## config.mk

```make
export PLATFORM = sky130hd
export DESIGN_NAME = sensor_scanner
export DESIGN_NICKNAME = d
export VERILOG_FILES = /design/src/rtl/temperature_pkg.sv /design/src/rtl/scan_period_timer.sv /design/src/rtl/sensor_scanner.sv
export SDC_FILE = /design/constraint.sdc
export NUM_CORES = 1
export LEC_CHECK = 0
export CAP_MARGIN = 40
export CORE_UTILIZATION = 50
export DETAILED_ROUTE_END_ITERATION = 10
export HOLD_SLACK_MARGIN = 0.12
export PLACE_DENSITY = 0.86
export SYNTH_ARGS = -nofsm -noshare
export SYNTH_HDL_FRONTEND = slang
export SYNTH_HIERARCHICAL = 1
export SYNTH_SLANG_ARGS = --single-unit
```

## constraint.sdc

```tcl
create_clock -name clk_i -period 2.2 [get_ports clk_i]
set_input_delay 0.44 -clock clk_i [delete_from_list [all_inputs] [get_ports clk_i]]
set_output_delay 0.44 -clock clk_i [all_outputs]
set_load 0.005 [all_outputs]
```

## src/rtl/temperature_pkg.sv

```systemverilog
// temperature_pkg: shared widths, FSM state encoding and reserved data codes
package temperature_pkg;
  localparam int SENSOR_DATA_W = 8;
  typedef enum logic [1:0] {
    IDLE    = 2'd0,
    REQ     = 2'd1,
    REL     = 2'd2,
    PUBLISH = 2'd3
  } state_e;
  localparam logic [SENSOR_DATA_W-1:0] OPEN_CIRCUIT_CODE = 8'hFF;
  localparam logic [SENSOR_DATA_W-1:0] NO_REPLY_DATA     = 8'h00;
endpackage

```

## src/rtl/scan_period_timer.sv

```systemverilog
// scan_period_timer: loadable up-counter that saturates at MAX_COUNT-1 and flags it
module scan_period_timer #(
  parameter int MAX_COUNT = 16
) (
  input  logic i_clk,
  input  logic i_rst_n,
  input  logic i_load,
  output logic o_tc
);
  localparam int W = MAX_COUNT > 1 ? $clog2(MAX_COUNT) : 1;
  logic [W-1:0] r_count;
  assign o_tc = r_count == W'(MAX_COUNT - 1);
  always_ff @(posedge i_clk or negedge i_rst_n)
    if (!i_rst_n) r_count <= '0;
    else r_count <= i_load ? '0 : o_tc ? r_count : r_count + 1'b1;
endmodule

```

## src/rtl/sensor_scanner.sv

```systemverilog
// sensor_scanner: polls sensors over a 4-phase req/ack bus and publishes coherent frames.
// Define SENSOR_RANGE_CHECK_EN to reject open-circuit and implausibly hot readings.
module sensor_scanner
  import temperature_pkg::*;
#(
  parameter int NR_OF_SENSORS  = 5,
  parameter int TIMEOUT_CYCLES = 16,
  parameter int SCAN_PERIOD    = 1000,
  parameter int MAX_VALID_TEMP = 150,
  localparam int SEL_W = NR_OF_SENSORS > 1 ? $clog2(NR_OF_SENSORS) : 1
) (
  input  logic                                   clk_i,
  input  logic                                   rst_n_i,
  input  logic                                   scan_en_i,
  output logic [SEL_W-1:0]                       sensor_sel_o,
  output logic                                   sensor_req_o,
  input  logic                                   sensor_ack_i,
  input  logic [SENSOR_DATA_W-1:0]               sensor_data_i,
  output logic [NR_OF_SENSORS*SENSOR_DATA_W-1:0] sensors_data_o,
  output logic [NR_OF_SENSORS-1:0]               sensors_en_o,
  output logic                                   frame_valid_o,
  output logic                                   busy_o
);
`ifdef SENSOR_RANGE_CHECK_EN
  localparam bit RANGE_CHECK = 1'b1;
`else
  localparam bit RANGE_CHECK = 1'b0;
`endif
  localparam logic [SENSOR_DATA_W-1:0] MAX_T = SENSOR_DATA_W'(MAX_VALID_TEMP);
  state_e                             r_state;
  logic [SEL_W-1:0]                   r_idx;
  logic                               r_req, r_busy, r_valid;
  logic [NR_OF_SENSORS*SENSOR_DATA_W-1:0] r_shadow_data, r_data;
  logic [NR_OF_SENSORS-1:0]           r_shadow_en, r_en;
  logic                               w_period_tc, w_to_tc, w_start, w_req_done, w_rel_done;
  logic                               w_last, w_ok;
  logic [SENSOR_DATA_W-1:0]           w_capture;
  assign w_start    = r_state == IDLE && w_period_tc && scan_en_i;
  assign w_req_done = r_state == REQ && (sensor_ack_i || w_to_tc);
  assign w_rel_done = r_state == REL && (!sensor_ack_i || w_to_tc);
  assign w_last     = r_idx == SEL_W'(NR_OF_SENSORS - 1);
  // A rejected reading is indistinguishable from a sensor that never answered
  assign w_ok       = sensor_ack_i &&
                      (!RANGE_CHECK || (sensor_data_i != OPEN_CIRCUIT_CODE && sensor_data_i <= MAX_T));
  assign w_capture  = w_ok ? sensor_data_i : NO_REPLY_DATA;
  scan_period_timer #(.MAX_COUNT(SCAN_PERIOD)) u_period (
    .i_clk   (clk_i),
    .i_rst_n (rst_n_i),
    .i_load  (r_state != IDLE || w_start),
    .o_tc    (w_period_tc)
  );
  scan_period_timer #(.MAX_COUNT(TIMEOUT_CYCLES)) u_timeout (
    .i_clk   (clk_i),
    .i_rst_n (rst_n_i),
    .i_load  (r_state == IDLE || r_state == PUBLISH || w_req_done || w_rel_done),
    .o_tc    (w_to_tc)
  );
  always_ff @(posedge clk_i or negedge rst_n_i)
    if (!rst_n_i) begin
      r_state       <= IDLE;
      r_idx         <= '0;
      r_req         <= 1'b0;
      r_busy        <= 1'b0;
      r_valid       <= 1'b0;
      r_shadow_data <= '0;
      r_shadow_en   <= '0;
      r_data        <= '0;
      r_en          <= '0;
    end else begin
      r_valid <= 1'b0;
      unique case (r_state)
        IDLE: if (w_start) begin
          r_state <= REQ;
          r_idx   <= '0;
          r_req   <= 1'b1;
          r_busy  <= 1'b1;
        end
        REQ: if (w_req_done) begin
          r_shadow_data[r_idx*SENSOR_DATA_W +: SENSOR_DATA_W] <= w_capture;
          r_shadow_en[r_idx] <= w_ok;
          r_state <= REL;
          r_req   <= 1'b0;
        end
        REL: if (w_rel_done) begin
          if (w_last) r_state <= PUBLISH;
          else begin
            r_idx   <= r_idx + 1'b1;
            r_state <= REQ;
            r_req   <= 1'b1;
          end
        end
        PUBLISH: begin
          r_data  <= r_shadow_data;
          r_en    <= r_shadow_en;
          r_valid <= 1'b1;
          r_busy  <= 1'b0;
          r_state <= IDLE;
        end
      endcase
    end
  assign sensor_sel_o   = r_idx;
  assign sensor_req_o   = r_req;
  assign busy_o         = r_busy;
  assign frame_valid_o  = r_valid;
  assign sensors_data_o = r_data;
  assign sensors_en_o   = r_en;
endmodule

```

After elaboration in Yosys (flattened, before gate mapping)
Cells that the tools add are included.
Storage, ports and cells
  bits in registers: 112
  output and inout port bits: 51
  logic and storage cells: 78
Operators by class
  add/subtract/negate cells: 4
  $lt $le $gt $ge: 2
  eq/ne operators: 12
  shifts and indexed selects: 2
  mux-type cells: 25
  reduce and logical (&&, ||, !) cells: 22
Operators by type and width (count)
  bitwise mux 40 bit: 1
  variable shift 8 x 34 -> 40 bit (first input constant): 1
  indexed part select 8 x 34 -> 40 bit: 1
  negator 6 -> 34 bit: 1
  2-to-1 mux 10 bit: 2
  inequality test 2 bit (second input constant): 6
  adder 10 x 1 -> 10 bit (second input constant): 1
  equality test 10 bit (second input constant): 1
  2-to-1 mux 3 bit: 3
  2-to-1 mux 2 bit: 4
  2-to-1 mux 4 bit: 2
  2-to-1 mux 8 bit: 1
  case mux 2 bit (4 select lines): 1
  logical OR 1 bit: 6
  2-to-1 mux 1 bit: 6
  case mux 3 bit (2 select lines): 1
  nonzero test 2 bit: 3
  bitwise mux 5 bit: 1
  logical AND 1 bit: 5
  AND reduction 5 bit: 1
  adder 4 x 1 -> 4 bit (second input constant): 1
  equality test 2 bit (second input constant): 2
  equality test 4 bit (second input constant): 1
  < comparator 3 x 4 -> 1 bit (second input constant): 1
  other kinds (13): 14

Longest topological paths before layout
  word-level depth: 6
  gate-level depth with buffers: 8
  gate-level depth less buffers: 8

Modules after synthesis
Netlist, hierarchy kept.
Modules (own cells, without submodules)
  sensor_scanner: times used 1, cells an instance 338, area each 4391.7 sq um, seq. area each 2452.4 sq um
  scan_period_timer (u_period): times used 1, cells an instance 52, area each 526.8 sq um, seq. area each 250.2 sq um
  scan_period_timer (u_timeout): times used 1, cells an instance 19, area each 220.2 sq um, seq. area each 100.1 sq um

Worst setup path after synthesis
Ideal clock, no wire load.
  kind: register to register
  from: register r_idx[0] (netlist: sensor_sel_o[0])
  to: register r_shadow_data[16]
  arrival time: 2.189 ns
  path slack: -0.114 ns
  stages on the path, launching flop included: 9
  path buffers: 2
  period minus slack after synthesis: 2.314 ns
  cell sequence: dfrtp_1 clkbuf_1 inv_1 ha_1 ha_1 o2111a_1 and2_4 buf_6 mux2_4
On the way
  longest elaborated chain between the ends: 3
Ends and longest elaborated chain
  start: declaration: line sensor_scanner.sv:31  | logic [SEL_W-1:0] r_idx;
  start signal: assignment: line sensor_scanner.sv:87  | r_idx <= r_idx + 1'b1;
  negator 6 -> 34 bit *: line sensor_scanner.sv:79  | r_shadow_data[r_idx*SENSOR_DATA_W +: SENSOR_DATA_W] <= w_capture;
  indexed part select 8 x 34 -> 40 bit or variable shift 8 x 34 -> 40 bit (tied branches): line sensor_scanner.sv:79
  bitwise mux 40 bit *: line sensor_scanner.sv:79
  end signal: indexed assignment: line sensor_scanner.sv:79
  end: declaration: line sensor_scanner.sv:33  | logic [NR_OF_SENSORS*SENSOR_DATA_W-1:0] r_shadow_data, r_data;
Every way passes the cells marked *; elsewhere a longest branch is shown, timed or not.
A chain may end at the register's enable or synchronous reset.

Worst setup path after layout
  from: register u_timeout.r_count[1]
  to: register r_shadow_data[37]
On the way
  longest elaborated chain between the ends: 4
Ends and longest elaborated chain
  start: declaration: line scan_period_timer.sv:11  | logic [W-1:0] r_count;
  start signal: assignment: line scan_period_timer.sv:15  | else r_count <= i_load ? '0 : o_tc ? r_count : r_count + 1'b1;
  equality test 4 bit: line scan_period_timer.sv:12  | assign o_tc = r_count == W'(MAX_COUNT - 1);
  via w_to_tc: line sensor_scanner.sv:35  | logic w_period_tc, w_to_tc, w_start, w_req_done, w_rel_done;
  logical OR 1 bit: line sensor_scanner.sv:39  | assign w_req_done = r_state == REQ && (sensor_ack_i || w_to_tc);
  logical AND 1 bit: line sensor_scanner.sv:39
  AND reduction 2 bit (no line)
The timed path passes the listed nets, and every way through them passes these cells.

==> summary.txt <==
Synthesis
  • Register area share after synthesis: 54.5%
  • Complex-gate fraction of the synthesized area: around 4.7%
  • Ys flop type: dfrtp_1
  • Ys Warns: 6
  • Post-synth EDFFs: 0
  • Flops & latches, synth: ~110
  • Synth unique cells: 48
  • Async set-reset flop share out of synthesis: 100%
  • Cell area after synthesis: ~5100 µm²
  • Post-Syn Instances: roughly 410
  • Post-synthesis mux area share: ~22%
  • Post-Synth XOR/XNOR Area: less than 1%
  • Largest family of logic cells by synthesized area: multiplexers
  • Synth Net Count: 436
  • Simple-gate share of the synthesized area: approximately 12%
  • Mean Syn Cell Area: approximately 13 µm²
  • Post-Synth Adder-Cell Area: roughly 3.7%

Clock network
  • Later-pin clock latency in the skew report: roughly 0.38 ns
  • TritonCTS Buffers: 9
  • CTS tree: yes
  • Clock Path Buffers: 2
  • CTS clock-pin slew for the worst setup and hold paths: between 0.1 and 0.15 ns
  • Num Clock Sinks: around 110
  • Depth of the CTS H-tree: 3
  • Clk root buf: clkbuf_8

Drt
  • Antenna-violating nets left: 0
  • DR vias: 3,335
  • TritonRoute pass-1 iters: 4
  • DR WL met3: 364 µm
  • Wire per inst: roughly 17 µm
  • DR WL met2: around 4900 µm
  • Initial DRC count: 209
  • Total wire length: 10,300 µm
  • Vias per cell: 5.37
  • DRT met1 WL: a little under 5000 µm
  • Top sig layer: met4
  • DRC: 0

Worst setup path
  • Reg2reg start: u_timeout/r_count[1]
  • CP Launch Point: u_timeout/r_count[1]
  • Worst reg2reg setup slack: about 0.14 ns
  • Worst-path cell chain: ha_2 > and3_4 > or2_1 > buf_4 > nand3_1 > nor3_4 > buf_12 > mux2i_1
  • Arr. time, crit path: between 2 and 2.5 ns
  • CP Launch Type: register
  • CP endpoint kind: register
  • Top delay family on crit path: simple AND/OR/NAND/NOR gates
  • Max stage delay on crit path: 0.41 ns
  • Crit Path Max Fanout: 8
  • Kind of critical path: reg2reg
  • WP data required: 2.48 ns
  • Slowest library cell on the worst path: dfrtp_1
  • WP buf/inv: 2

Floorplan
  • Core box area: roughly 9900 µm²
  • Die Wd: ~100 µm
  • Die outline area: about 11,000 µm²
  • Initial core utilization: 52.1%
  • Io pins: 63
  • Die H: roughly 100 µm
  • Rows: 36

STA
  • Maximum clock frequency: 485 MHz
  • Final Hold Fails: 0
  • Max Clock Skew: between 0.02 and 0.025 ns
  • Pins Over Slew Limit: 0
  • Rel. slew slack: between 60% and 70%
  • Final setup violation count: 0
  • WHS: slightly above 0.5 ns
  • Post-route clock period utilization: 93.8%
  • Tmin final: about 2.1 ns
  • RSZ-0062 raised after global routing: no
  • Worst slew pin tran: approximately 0.55 ns

Finish
  • Commonest cells after routing, fill and taps aside: 112 x dfrtp_1, 61 x clkdlybuf4s50_1, 48 x mux2_2, 32 x nor2_1, 28 x nand2_1
  • Share of cells above drive strength 1: approximately 25%
  • Fin util: a little over three fifths
  • Commonest non-fill, non-tap cell in the layout: dfrtp_1
  • Layout area overhead: 21.5%
  • Filler cell count: approximately 690
  • Layout Nets: 510
  • Antenna Cells: 0

Job
  • Max Cap Viol: 0

Pwr
  • Power Density: about 1000 nW/µm²
  • LEAKAGE: about 2.8 nW
  • Worst VDD drop: about 0.43 mV
  • Tot Pwr: approximately 6.3 mW

GRT
  • Total track usage: around a fifth
  • First-pass GRT wire length: 16,800 µm
  • Gr ovfl total: 0
  • Initial antenna violation count: 0
  • Pin count of the biggest net entering global routing: 60
  • Number of global-route vias before repair: ~3,300

Placement
  • Dpl hpwl: approximately 7300 µm
  • Gpl congestion: ~0.82
  • Port Buffers: 62

Worst hold path
  • Worst hold path startpoint: r_shadow_data[6]
  • Hold Path Class: reg2reg

Run status
  • Outcome: finished, final reports clean
## area by class of cell
cell class / count / area, µm² / area share [%]
Tap cell: 133 / 166 / 2.67
Inverter: 24 / 90.1 / 1.44
Sequential cell: 112 / 2800 / 44.9
Timing Repair Buffer: 80 / 806 / 12.9
Clock inverter: 7 / 98.8 / 1.58
Multi-Input combinational cell: 256 / 2160 / 34.5
Clock buffer: 9 / 124 / 1.98
## final timing paths
kind	end	cells past startpoint
max reg2reg	r_shadow_data[37]	8
max	r_shadow_data[37]	8
min	sensors_data_o[6]	1
max in group asynchronous	r_shadow_data[29]	3
min in group asynchronous	sensors_data_o[3]	2
min reg2reg	sensors_data_o[6]	1
## sequential cells by signal, indices dropped and copies added, names as in the netlist
register / cells
sensors_data_o: 40
r_shadow_data: 40
u_period/r_count: 10
sensor_sel_o: 3
r_shadow_en: 5
r_state: 2
frame_valid_o: 1
u_timeout/r_count: 4
sensors_en_o: 5
sensor_req_o: 1
busy_o: 1
## power breakdown
group / switching, mW / internal (mW) / leakage [nW]
Sequential: 0.260 / 2.48 / 1.43
Clock: 0.800 / 0.474 / 0.109
Combinational: 1.11 / 1.19 / 1.23
Total: 2.17 / 4.14 / 2.76
## cell families (layout without fill, tap and decap cells)
kind of cell             after synthesis  count (layout)
adder cells (fa/ha/maj)               15              15
buffers and inverters                 41             120
AND/OR/NAND/NOR                      111             111
XOR/XNOR                               1               1
multiplexers                          92              92
AO/OA/AOI/OAI                         37              37
flip-flops                           112             112
## metal layers
metal	global-route usage [%]	vias up
li1	-	1557
met1	30.3	1698
met2	33.2	74
met3	2.49	6
met4	5.53	0
met5	0	-
## worst reg2reg max path: cells and delay by family, from the launching register on
family	cells	cell delay, ns
muxes	1	0.23
and+or+nand+nor	4	0.78
buffers and inverters	2	0.31
DFF	1	0.41
adders and majority gates	1	0.24
## cell usage after synthesis (all sizes together) (6+ instances only)
library cell / n / area (µm²)
a21oi: 8 / 40.0
mux2i: 19 / 190
ha: 15 / 188
nand3: 8 / 40.0
nand2: 28 / 105
nor2b: 6 / 37.5
inv: 24 / 90.1
mux2: 73 / 916
nor2: 32 / 120
clkbuf: 7 / 26.3
o21ai: 13 / 65.1
buf: 10 / 83.8
dfrtp: 112 / 2800
## metrics by stage
stage / setup slack (ns) / instance area (µm²) / setup TNS, ns / std cells
2_1_floorplan: 0.00737 / 5140 / 0 / 409
3_3_place_gp: 0.0440 / 5970 / 0 / 601
3_5_place_dp: -0.0742 / 5970 / -0.429 / 601
4_1_cts: 0.0757 / 6200 / 0 / 618
5_1_grt: 0.00944 / 6240 / 0 / 621
6_report: 0.137 / 6240 / 0 / 621
## what timing repair did
item,CTS,global route
hold buffers,1,0
setup endpoints to repair,0,26
endpoints found under the hold margin,39,0
setup buffers,0,3
gates resized for setup,0,4
(Power assumes the default switching activity.)
==> variant 1: new RTL, config.mk and constraints unchanged <==
Encoding of `state_e`: now one-hot (4 bits for 4 states).
--- a/src/rtl/temperature_pkg.sv
+++ b/src/rtl/temperature_pkg.sv
@@ -1,11 +1,11 @@
 // temperature_pkg: shared widths, FSM state encoding and reserved data codes
 package temperature_pkg;
   localparam int SENSOR_DATA_W = 8;
-  typedef enum logic [1:0] {
-    IDLE    = 2'd0,
-    REQ     = 2'd1,
-    REL     = 2'd2,
-    PUBLISH = 2'd3
+  typedef enum logic [3:0] {
+    IDLE    = 4'b0001,
+    REQ     = 4'b0010,
+    REL     = 4'b0100,
+    PUBLISH = 4'b1000
   } state_e;
   localparam logic [SENSOR_DATA_W-1:0] OPEN_CIRCUIT_CODE = 8'hFF;
   localparam logic [SENSOR_DATA_W-1:0] NO_REPLY_DATA     = 8'h00;
Check against the original RTL: no difference found for any inputs over 10 cycles, from zero or initial values and one cycle with rst_n_i low; not proved beyond that.
==> variant 1 against the unedited design <==
Via count down 2.5%. Routed wire length up 3.7%. Maximum frequency down 1.8%. Synthesized area down 4.1%. Cell area up 3.2%. Hold slack worse by 0.051 ns. Worst setup slack worse by 0.038 ns. Total power up 15%. Sequential cell count up 2. Largest power group unchanged.
==> variant 1: results (changes against the unedited design) <==
outcome completed (unchanged); share of final layout cell area taken by non-clock buffers 12.39% (was 12.91%); clock-cell share of area 9.435% (was 3.567%); Fillers 672 (was 689); main area contributors after synthesis sky130_fd_sc_hd__dfrtp_1 (57%), sky130_fd_sc_hd__mux2_2 (18%), sky130_fd_sc_hd__mux2i_1 (2.0%) (was sky130_fd_sc_hd__dfrtp_1 (55%), sky130_fd_sc_hd__mux2_2 (11%), sky130_fd_sc_hd__mux2_4 (7.3%)); area used by sequential logic in the layout 0.002854 mm² (was 0.002803 mm²); met2 Track Usage GR 38.83% (was 33.16%); total wire length 10.64 mm (was 10.26 mm); footprint of the multi-input gates 0.001978 mm² (was 0.002156 mm²); Seq/Total Area, Yosys 57.94% (was 54.54%); final layout net count 471 (was 510); relative slew slack 62.47% (was 63.55%); Post-Synthesis Mean Instance Area 13.46 µm² (was 12.56 µm²); maximum number of pins on one net before global-route repair 44 (was 60); global-route wire length before repair 17.56 mm (was 16.77 mm); number of distinct library cells after synthesis 52 (was 48); clock-pin transition on the worst setup and hold timing paths 0.06 ns (was 0.13 ns); met1 track utilization from global routing 28.39% (was 30.29%); count of clock-net buffers in the final layout 17 (was 9); cell total after placement 561 (was 601); power density relative to cell area 1127 mW/mm² (was 1011 mW/mm²); routed wirelength normalized by instance count 17.90 µm (was 16.52 µm); post-place instance area 0.005824 mm² (was 0.005971 mm²); biggest fanout along the worst timing path 9 (was 8); pre-CTS setup slack -0.009012 ns (was -0.07416 ns); Iter 0 DRT Violations 149 (was 209); placed wire-length estimate 6.860 mm (was 7.294 mm); Routability Congestion 0.8914 (was 0.8159); number of nets produced by synthesis 385 (was 436); count of plain and timing-repair buffers 79 (was 80); Critical Path AT 2.53 ns (was 2.35 ns); peak supply drop 544.4 µV (was 434.2 µV)
==> variant 1: worst paths after layout <==
check                           depth (start not counted)  slack (ns)                  end    startpoint
worst max-delay path                                    4         0.1  u_period/r_count[3]    r_state[0]
worst min register to register                          2        0.48         sensor_req_o  sensor_req_o
worst max register to register                          4         0.1  u_period/r_count[3]    r_state[0]
max in group asynchronous                               3        1.07           r_state[0]       rst_n_i
min in group clk_i                                      2        0.48         sensor_req_o  sensor_req_o
worst min-delay path                                    2        0.46  u_period/r_count[6]       rst_n_i
==> variant 1: critical path, stage by stage (launching register included) <==
cell and delay (ns):
sky130_fd_sc_hd__dfstp_2 0.61, sky130_fd_sc_hd__or4b_2 0.68, sky130_fd_sc_hd__nand2b_1 0.21, sky130_fd_sc_hd__or3_1 0.36
sky130_fd_sc_hd__o21ai_0 0.16
==> variant 1: logic make-up (layout without fill, tap and decap cells) <==
family	Yosys count	after routing	share of synthesized area [%]
flip-flops	114	114	57.94
buffers and inverters	24	123	2.057
AND/OR/NAND/NOR	94	94	12.60
AO/OA/AOI/OAI	33	33	4.369
XOR/XNOR	1	1	0.1778
adder cells (fa/ha/maj)	7	7	1.778
multiplexers	93	93	21.08
==> variant 1: metal layers <==
metal | up-vias | part of all wire (%) | wire (µm)
met5 | - | 0 | 0
met1 | 1684 | 43 | 4621
met2 | 68 | 51 | 5473
li1 | 1484 | - | -
met4 | 0 | 1.6 | 170
met3 | 17 | 3.5 | 369
==> variant 1: timing repair <==
item | 4_1_cts | 5_1_grt
buffers inserted | 0 | 0
gates cloned | 0 | 0
endpoints found under the setup margin | 1 | 1
hold buffers | 1 | 0
hold endpoints to repair | 37 | 0
gates resized for setup | 1 | 1
==> variant 1: power by group <==
group | internal [mW] | switching [mW]
Sequential | 2.58 | 0.315
Combinational | 0.813 | 0.758
Clock | 1.76 | 1.04
==> variant 2: new RTL, same flow settings <==
Without the edit above. Change the package constant `NO_REPLY_DATA` from 8'h00 to 8'h01.
--- a/src/rtl/temperature_pkg.sv
+++ b/src/rtl/temperature_pkg.sv
@@ -8,6 +8,6 @@
     PUBLISH = 2'd3
   } state_e;
   localparam logic [SENSOR_DATA_W-1:0] OPEN_CIRCUIT_CODE = 8'hFF;
-  localparam logic [SENSOR_DATA_W-1:0] NO_REPLY_DATA     = 8'h00;
+  localparam logic [SENSOR_DATA_W-1:0] NO_REPLY_DATA     = 8'h01;
 endpackage
 
Behaviour: same outputs for any inputs over 10 cycles, from zero or initial values and one cycle with rst_n_i low; that may be too few to reach the edited logic, so the function may still have changed.
==> variant 2 against the unedited design <==
Cell area down 1.1%. Routed wire length up 3.8%. Cell count down 0.64%. Critical path depth down 1. Sequential cell count unchanged. Die area up 0.39%. Non-clock buffer count down 3. Total power down 0.45%. Count of clock-buffer cells in the layout unchanged. Worst setup slack better by 0.018 ns. Synthesized area up 0.39%. Highest routed layer unchanged.
==> variant 2: results (changes against the unedited design) <==
routed wirelength normalized by instance count 17.26 µm (was 16.52 µm); outcome completed (unchanged); top post-synthesis cells by count sky130_fd_sc_hd__dfrtp_1 (112), sky130_fd_sc_hd__mux2_2 (48), sky130_fd_sc_hd__nor2_1 (32), sky130_fd_sc_hd__mux2_4 (26), sky130_fd_sc_hd__nand2_1 (26) (was sky130_fd_sc_hd__dfrtp_1 (112), sky130_fd_sc_hd__mux2_2 (48), sky130_fd_sc_hd__nor2_1 (32), sky130_fd_sc_hd__nand2_1 (28), sky130_fd_sc_hd__mux2_4 (25)); fin util 62.60% (was 63.29%); compound-gate portion of the synthesized area 4.681% (was 4.699%); final layout net count 506 (was 510); number of cells on the worst reg-to-reg path 7 (was 8); ratio of cells with drive above 1 in the final layout 25.83% (was 25.41%); leakage component of the power 2.729 nW (was 2.764 nW); beginning of the worst hold path r_shadow_en[1] (was r_shadow_data[6]); count of non-filler cells in the finished layout 617 (was 621); Post-Synthesis Mean Instance Area 12.67 µm² (was 12.56 µm²); maximum number of pins on one net before global-route repair 50 (was 60); share of the synthesized netlist area taken by xor and xnor gates 0.1698% (was 0.1704%); cell total after placement 599 (was 601); via count of the first global-routing pass 3440 (was 3299); Final Hold Slack 0.5150 ns (was 0.5144 ns); placed wire-length estimate 7.672 mm (was 7.294 mm); clock-pin transition on the worst setup and hold timing paths 0.11 ns (was 0.13 ns); maximum clock skew at final layout 0.01685 ns (was 0.02028 ns); Seq/Total Area, Yosys 54.33% (was 54.54%); biggest fanout along the worst timing path 7 (was 8); Routability Congestion 0.8497 (was 0.8159); flop2flop setup slack 0.15 ns (was 0.14 ns); main area contributors after synthesis sky130_fd_sc_hd__dfrtp_1 (54%), sky130_fd_sc_hd__mux2_2 (10%), sky130_fd_sc_hd__mux2_4 (7.6%) (was sky130_fd_sc_hd__dfrtp_1 (55%), sky130_fd_sc_hd__mux2_2 (11%), sky130_fd_sc_hd__mux2_4 (7.3%)); global-route wire length before repair 17.81 mm (was 16.77 mm); relative slew slack 68.51% (was 63.55%); number of distinct library cells after synthesis 50 (was 48); worst reg2reg path endpoint r_shadow_data[7] (was r_shadow_data[37]); number of resized instances in the post-cts repair step 1 (was 0); Fillers 719 (was 689); post-synthesis mux area share 21.54% (was 21.52%); Adder-Cell Fraction of Synth Area 3.638% (was 3.652%)
==> variant 2: cell count changes in the layout (fill, tap and decap cells not counted), sizes merged <==
cell	change
clkinvlp	+1
mux2	+1
mux2i	-1
inv	+1
nand2b	+2
buf	-3
nand2	-2
clkinv	-3
==> variant 2: worst max path at each step <==
stage                              start                   to  slack, ns
floorplan            u_period/r_count[0]  u_period/r_count[0]      0.009
global placement            sensor_ack_i    r_shadow_data[14]       0.12
detailed placement          sensor_ack_i     r_shadow_data[7]      -0.03
CTS                 u_timeout/r_count[1]     r_shadow_data[7]       0.03
global route        u_timeout/r_count[0]     r_shadow_data[4]       0.05
finish              u_timeout/r_count[1]     r_shadow_data[7]       0.15
==> variant 2: layout make-up <==
type,count,area share (%)
repair buffers,77,12.08
flip-flops and latches,112,45.39
clock buffers,9,2.006
multi-input cells,256,35.32
clock inverters,7,1.114
inverters,23,1.398
well taps,133,2.695
==> variant 2: power groups by stage <==
stage / registers [mW] / logic (mW) / clock network, mW
6_report: 2.74 / 2.32 / 1.22
5_1_grt: 2.79 / 2.54 / 1.34
4_1_cts: 2.74 / 2.30 / 1.26
3_5_place_dp: 2.78 / 2.28 / 0
3_3_place_gp: 2.75 / 2.18 / 0
2_1_floorplan: 2.74 / 1.39 / 0
==> variant 2: logic make-up (layout without fill, tap and decap cells) <==
family / count (synthesis) / count (layout)
and+or+nand+nor: 111 / 111
adders and majority gates: 15 / 15
muxes: 92 / 92
buffers and inverters: 39 / 116
AOI/OAI and AO/OA: 37 / 37
xor gates and xnor gates: 1 / 1
DFF: 112 / 112
==> variant 2: routing by layer <==
metal	global-route usage, %	vias to the layer above	wire, µm	part of all wire (%)
li1	-	1533	-	-
met5	0	-	0	0
met4	7.039	0	172	1.6
met3	3.902	15	416	3.9
met2	35.14	95	5397	51
met1	27.86	1692	4663	44
